## config.mk

```make
export PLATFORM = sky130hd
export DESIGN_NAME = alu_issue
export DESIGN_NICKNAME = d
export VERILOG_FILES = /design/src/rtl/alu_issue.sv
export SDC_FILE = /design/constraint.sdc
export NUM_CORES = 1
export LEC_CHECK = 0
export BUFFER_PORTS_ARGS = -buffer_cell sky130_fd_sc_hd__buf_2
export CAP_MARGIN = 20
export CELL_PAD_IN_SITES_DETAIL_PLACEMENT = 1
export CELL_PAD_IN_SITES_GLOBAL_PLACEMENT = 1
export CORE_ASPECT_RATIO = 1.4
export CORE_MARGIN = 2
export CORE_UTILIZATION = 50
export DETAILED_ROUTE_END_ITERATION = 7
export MAX_ROUTING_LAYER = met4
export PLACE_DENSITY = 0.75
export SYNTH_ARGS = -nofsm -noshare
export SYNTH_HDL_FRONTEND = slang
export SYNTH_SLANG_ARGS = --single-unit
```

## constraint.sdc

```tcl
create_clock -name clk -period 4 [get_ports clk]
set_input_delay 0.6 -clock clk [delete_from_list [all_inputs] [get_ports clk]]
set_output_delay 0.6 -clock clk [all_outputs]
set_load 0.05 [all_outputs]
```

## src/rtl/alu_issue.sv

```systemverilog
// Operand-issue stage in front of a 1-cycle ALU: register-file read with bypass
// from the ALU result, and a one-bubble interlock on back-to-back dependencies.
module alu_issue #(
  parameter int XLEN = 32
) (
  input  logic            clk,
  input  logic            rst,
  input  logic            in_valid,
  output logic            in_ready,
  input  logic [4:0]      in_opcode,
  input  logic [2:0]      in_funct3,
  input  logic [6:0]      in_funct7,
  input  logic [4:0]      in_rs1,
  input  logic [4:0]      in_rs2,
  input  logic [4:0]      in_rd,
  input  logic [XLEN-1:0] in_imm,
  input  logic            flush,
  output logic [4:0]      opcode,
  output logic [2:0]      funct3,
  output logic [6:0]      funct7,
  output logic [XLEN-1:0] opd1,
  output logic [XLEN-1:0] opd2,
  input  logic [XLEN-1:0] alu_rslt,
  output logic            wb_valid,
  output logic [4:0]      wb_rd,
  output logic [XLEN-1:0] wb_data
);

  logic            r_e_valid;
  logic [4:0]      r_e_rd;
  logic            r_w_valid;
  logic [4:0]      r_w_rd;
  logic [XLEN-1:0] r_rf [32];

  logic            w_rs2_used;
  logic            w_hazard;
  logic            w_accept;
  logic [XLEN-1:0] w_rs1_val;
  logic [XLEN-1:0] w_rs2_val;

  assign w_rs2_used = in_opcode[3];

  // Only the instruction sitting in E can still be ahead of its result; W is covered by bypass.
  assign w_hazard = r_e_valid && (r_e_rd != 5'd0) &&
                    ((in_rs1 == r_e_rd) || (w_rs2_used && (in_rs2 == r_e_rd)));

  assign in_ready = rst && !w_hazard && !flush;
  assign w_accept = in_valid && in_ready;

  always_comb begin
    if (in_rs1 == 5'd0) begin
      w_rs1_val = '0;
    end else if (r_w_valid && (r_w_rd == in_rs1)) begin
      w_rs1_val = alu_rslt;
    end else begin
      w_rs1_val = r_rf[in_rs1];
    end
  end

  always_comb begin
    if (in_rs2 == 5'd0) begin
      w_rs2_val = '0;
    end else if (r_w_valid && (r_w_rd == in_rs2)) begin
      w_rs2_val = alu_rslt;
    end else begin
      w_rs2_val = r_rf[in_rs2];
    end
  end

  always_ff @(posedge clk or negedge rst) begin
    if (!rst) begin
      r_e_valid <= 1'b0;
      r_e_rd    <= '0;
      r_w_valid <= 1'b0;
      r_w_rd    <= '0;
      opcode    <= '0;
      funct3    <= '0;
      funct7    <= '0;
      opd1      <= '0;
      opd2      <= '0;
    end else begin
      // A flushed E instruction is dropped here instead of advancing to W.
      r_w_valid <= r_e_valid && !flush;
      r_w_rd    <= r_e_rd;
      r_e_valid <= w_accept;
      if (w_accept) begin
        r_e_rd <= in_rd;
        opcode <= in_opcode;
        funct3 <= in_funct3;
        funct7 <= in_funct7;
        opd1   <= w_rs1_val;
        opd2   <= w_rs2_used ? w_rs2_val : in_imm;
      end
    end
  end

  assign wb_valid = r_w_valid && (r_w_rd != 5'd0);
  assign wb_rd    = r_w_rd;
  assign wb_data  = alu_rslt;

  // Contents are deliberately not reset; x0 is never written and always reads as zero above.
  always_ff @(posedge clk) begin
    if (wb_valid) begin
      r_rf[r_w_rd] <= alu_rslt;
    end
  end

endmodule
```

==> impl_metrics.json <==
{
  "outcome": "complete, but fails checks",
  "failed_checks": "DRC",
  "finalSetupTns_ns": 0,
  "post_synth.cell_area_avg_sq_um": 19.0,
  "ir_worst_vdd_uv": 351,
  "dieWidth_um": 276,
  "core-area_sq_um": 103000,
  "crit_path_max_incr_delay_ns": 0.60,
  "route.detailed.wl_per_inst_um": 40.2,
  "detailedRoute.firstIterationViolations": 4359,
  "timing.final.crit_period_ns": 3.45,
  "met1Wirelength_mm": 61.5,
  "drt-total-wl_mm": 176,
  "yosys.area_share.adder": 0,
  "final_max_slew_viol_count": 0,
  "p_leak_nw": 19.4,
  "timing.critical_path.arrival_ns": 2.85,
  "cp-end-kind": "primary output",
  "floorplan.die_area_sq_um": 106000,
  "design.portCount": 216,
  "drt.antenna.violating_nets": 0,
  "1st_pass_router_iterations": 8,
  "grt_overflow_total": 0,
  "cts_tree": "built",
  "worst_hold_startpoint": "in_opcode[4]",
  "clkTransAtPathRegs_ns": 0.06,
  "crit_fanout": 5,
  "fraction_of_synthesis_flops_using_an_asynchronous_set_or_reset_pin": 0.0816,
  "synth_top_family_by_area": "multiplexers",
  "synth-xor-area-share": 0.00339,
  "slew_headroom": 0.295,
  "cp_cell_sequence": "or4_1, o21a_1, nand2_1, and3b_1, buf_2",
  "proportion_of_synthesized_area_in_mux_cells": 0.260,
  "wl_met3_mm": 18.4,
  "setup.reg_to_reg.worst_slack_ns": 0.69,
  "post_synth_and_or_nand_nor_area_fraction": 0.0296,
  "post-route-drc-count": 13,
  "vias_in_the_first_global_route": 33400,
  "holdBufCountCts": 0,
  "grt_first_pass_wirelength_mm": 248,
  "clock_path_buffers": 3,
  "critical_path_required_ns": 3.40,
  "route.top_layer_used": "met4",
  "timing.critical_path.from_type": "flip-flop",
  "hold_path.class": "primary input to flip-flop",
  "via_per_inst": 7.24,
  "post_cts.resized_instances": 0,
  "min_period_over_period": 0.862,
  "synthesis.instances": 2720,
  "placement_rows": 139,
  "dpl.cell_count": 4173,
  "critical_path.slowest_cell": "or4_1",
  "ys.warnings.count": 0,
  "synth_enable_flop_cells": 1024,
  "route.vias.total": 31700,
  "filler_cell_count": 8950,
  "starting_utilization_of_the_core_area": 0.504,
  "powerDensity_nw_per_um2": 458,
  "routed-wl-met2_mm": 84.9,
  "setup_viol": 0,
  "worst_r2r_endpoint": "opd1[22]",
  "timing.setup.critical_path_class": "flip-flop to primary output",
  "timing.critical_path.max_delay_family": "simple AND/OR/NAND/NOR gates",
  "finalNetCount": 3039,
  "finalHoldViolCount": 0,
  "fp.dieH_um": 384,
  "grt_antenna_before_repair": 10,
  "area_growth_syn_to_layout_pct": 12.7,
  "tightestPinTransition_ns": 1.05,
  "critical_path.startpoint": "r_e_rd[1]",
  "synth_seq_area_share": 0.639,
  "clock_insertion_delay_worst_skew_ns": 0.73,
  "clock-skew-final_ns": 0.0338,
  "worst-path-stages": 5,
  "drv.max_cap_violation_count": 0,
  "clock.fmax_mhz": 290,
  "place_congestion": 0.863,
  "cts_buffers": 105,
  "grt_start_max_net_pins": 139,
  "cts_setup_buffers": 0,
  "post_synth_instance_area_sq_um": 51700,
  "grt_setup_unrepaired": "no",
  "drive_gt1_frac": 0.352,
  "complex_gate_fraction_of_the_synthesized_area": 0.0395,
  "tritoncts_num_sinks": 1115,
  "port_buffer_count": 215,
  "synth-seq-cells": 1115,
  "cts.root.buffer_cell": "clkbuf_16",
  "worstReg2RegStart": "r_e_rd[1]",
  "synth_cell_types": 53,
  "final-instance-count-excl-fill": 4373,
  "htreeDepth": 3,
  "groute.usage.overall": 0.346,
  "hpwl_after_dpl_mm": 102,
  "critical_path.n_buffers_inverters": 1,
  "worstSetupEndpoint": "in_ready",
  "worst_r2r_path_depth": 6,
  "synthFlopType": "edfxtp_1"
}
[where the power goes]
group          total [mW]  switching (mW)  internal (mW)  leakage, nW
clock                10.5            4.47           5.99         1.71
combinational        3.03            2.03           1.00         7.32
sequential           13.2           0.236           12.9         10.4
[worst reg2reg max path, stage by stage, from the launching register on]
cell and delay [ns]:
dfrtp_1 0.52, or4_1 0.60, o21a_1 0.30, nand2_1 0.24, nand3b_1 0.78, buf_12 0.49, o21ai_0 0.28
[layout by cell type (no fill, tap or decap), types with 7 or more instances in the layout]
| cell type | count |
|---|---|
| dfrtp_1 | 91 |
| nand3_1 | 14 |
| bufinv_16 | 15 |
| edfxtp_1 | 1024 |
| o22ai_1 | 45 |
| clkinv_1 | 14 |
| xor2_1 | 8 |
| xnor2_1 | 12 |
| mux2_2 | 61 |
| nand3b_1 | 39 |
| buf_2 | 207 |
| o221ai_1 | 52 |
| o21ai_1 | 7 |
| mux2i_1 | 197 |
| buf_4 | 92 |
| or3_1 | 21 |
| a221oi_1 | 44 |
| clkbuf_1 | 28 |
| clkinv_2 | 17 |
| nor2_4 | 32 |
| mux4_2 | 472 |
| nand2_1 | 148 |
| a211oi_1 | 13 |
| a22oi_1 | 32 |
| o21ai_0 | 28 |
| nand4_1 | 31 |
| buf_12 | 30 |
| clkbuf_16 | 108 |
| a21oi_1 | 38 |
| conb_1 | 32 |
[state kept, by name, summed over array words and instances, names as in the netlist]
register	flops
r_rf	1024
opd1	32
opd2	32
funct7	7
opcode	5
r_e_rd	5
wb_rd	5
funct3	3
r_e_valid	1
r_w_valid	1
[Yosys cell counts (all sizes together), types with 2 or more instances]
cell | n | share of area
a21oi | 38 | 0.0037
a31oi | 2 | 0.00024
o221ai | 52 | 0.0088
dfrtp | 91 | 0.044
a211oi | 14 | 0.0021
a221oi | 44 | 0.0075
xnor2 | 12 | 0.0020
nand3b | 39 | 0.0057
mux2i | 197 | 0.038
a32o | 2 | 0.00039
edfxtp | 1024 | 0.60
nor2 | 35 | 0.0027
buf | 170 | 0.022
nand3 | 14 | 0.0014
a221o | 5 | 0.00097
mux2 | 61 | 0.013
inv | 5 | 0.00036
xor2 | 8 | 0.0014
nor4 | 3 | 0.00036
or3 | 22 | 0.0027
o22ai | 45 | 0.0054
a22oi | 32 | 0.0046
o21ai | 37 | 0.0036
nand4 | 31 | 0.0038
nor2b | 5 | 0.00061
mux4 | 478 | 0.21
a311oi | 2 | 0.00034
and3b | 2 | 0.00034
nand2 | 149 | 0.011
clkbuf | 82 | 0.0060
or4 | 3 | 0.00044
o2111ai | 2 | 0.00034
nand2b | 2 | 0.00024
or3b | 3 | 0.00051
[through the flow]
| step | setup WS [ns] | total power, mW | utilization | area (sq um) | hold WS, ns |
|---|---|---|---|---|---|
| detailed placement | 0.500 | 16.4 | 0.533 | 54700 | 0.470 |
| floorplan | 0.318 | 15.3 | - | 51800 | 0.304 |
| global placement | 0.546 | 16.3 | 0.533 | 54700 | 0.456 |
| finish | 0.554 | 26.7 | 0.568 | 58300 | 0.0845 |
| global route | 0.522 | 27.3 | 0.568 | 58300 | 0.0817 |
| CTS | 0.596 | 26.7 | 0.568 | 58200 | 0.0531 |
[per-layer routing]
metal / up-vias / GRT usage
met2: 2250 / 0.535
met5: - / -
met1: 16900 / 0.432
li1: 12000 / -
met3: 549 / 0.0755
met4: 0 / 0.181
[cells by family (layout without fill, tap and decap cells)]
group	count (synthesis)	after routing
DFF	1115	1115
muxes	736	736
and+or+nand+nor	309	309
AOI/OAI and AO/OA	282	282
buffers and inverters	257	536
xor gates and xnor gates	20	20
other	1	36
[worst min-delay path by stage]
stage | to | slack (ns) | depth (start not counted)
2_1_floorplan | funct3[0] | 0.30 | 0
6_report | opcode[4] | 0.08 | 3
3_5_place_dp | funct7[2] | 0.47 | 2
4_1_cts | opcode[4] | 0.05 | 3
3_3_place_gp | funct3[2] | 0.46 | 2
5_1_grt | funct7[1] | 0.08 | 3
[layout make-up]
class,instances,area (sq um),share of cell area
flip-flops and latches,1115,33000,0.567
inverters,5,18.8,0.000322
well taps,1339,1680,0.0288
clock inverters,56,676,0.0116
diodes,4,10.0,0.000172
clock buffers,140,2860,0.0491
multi-input cells,1379,17600,0.302
repair buffers,335,2410,0.0413
Power figures use the tool's default switching activity.
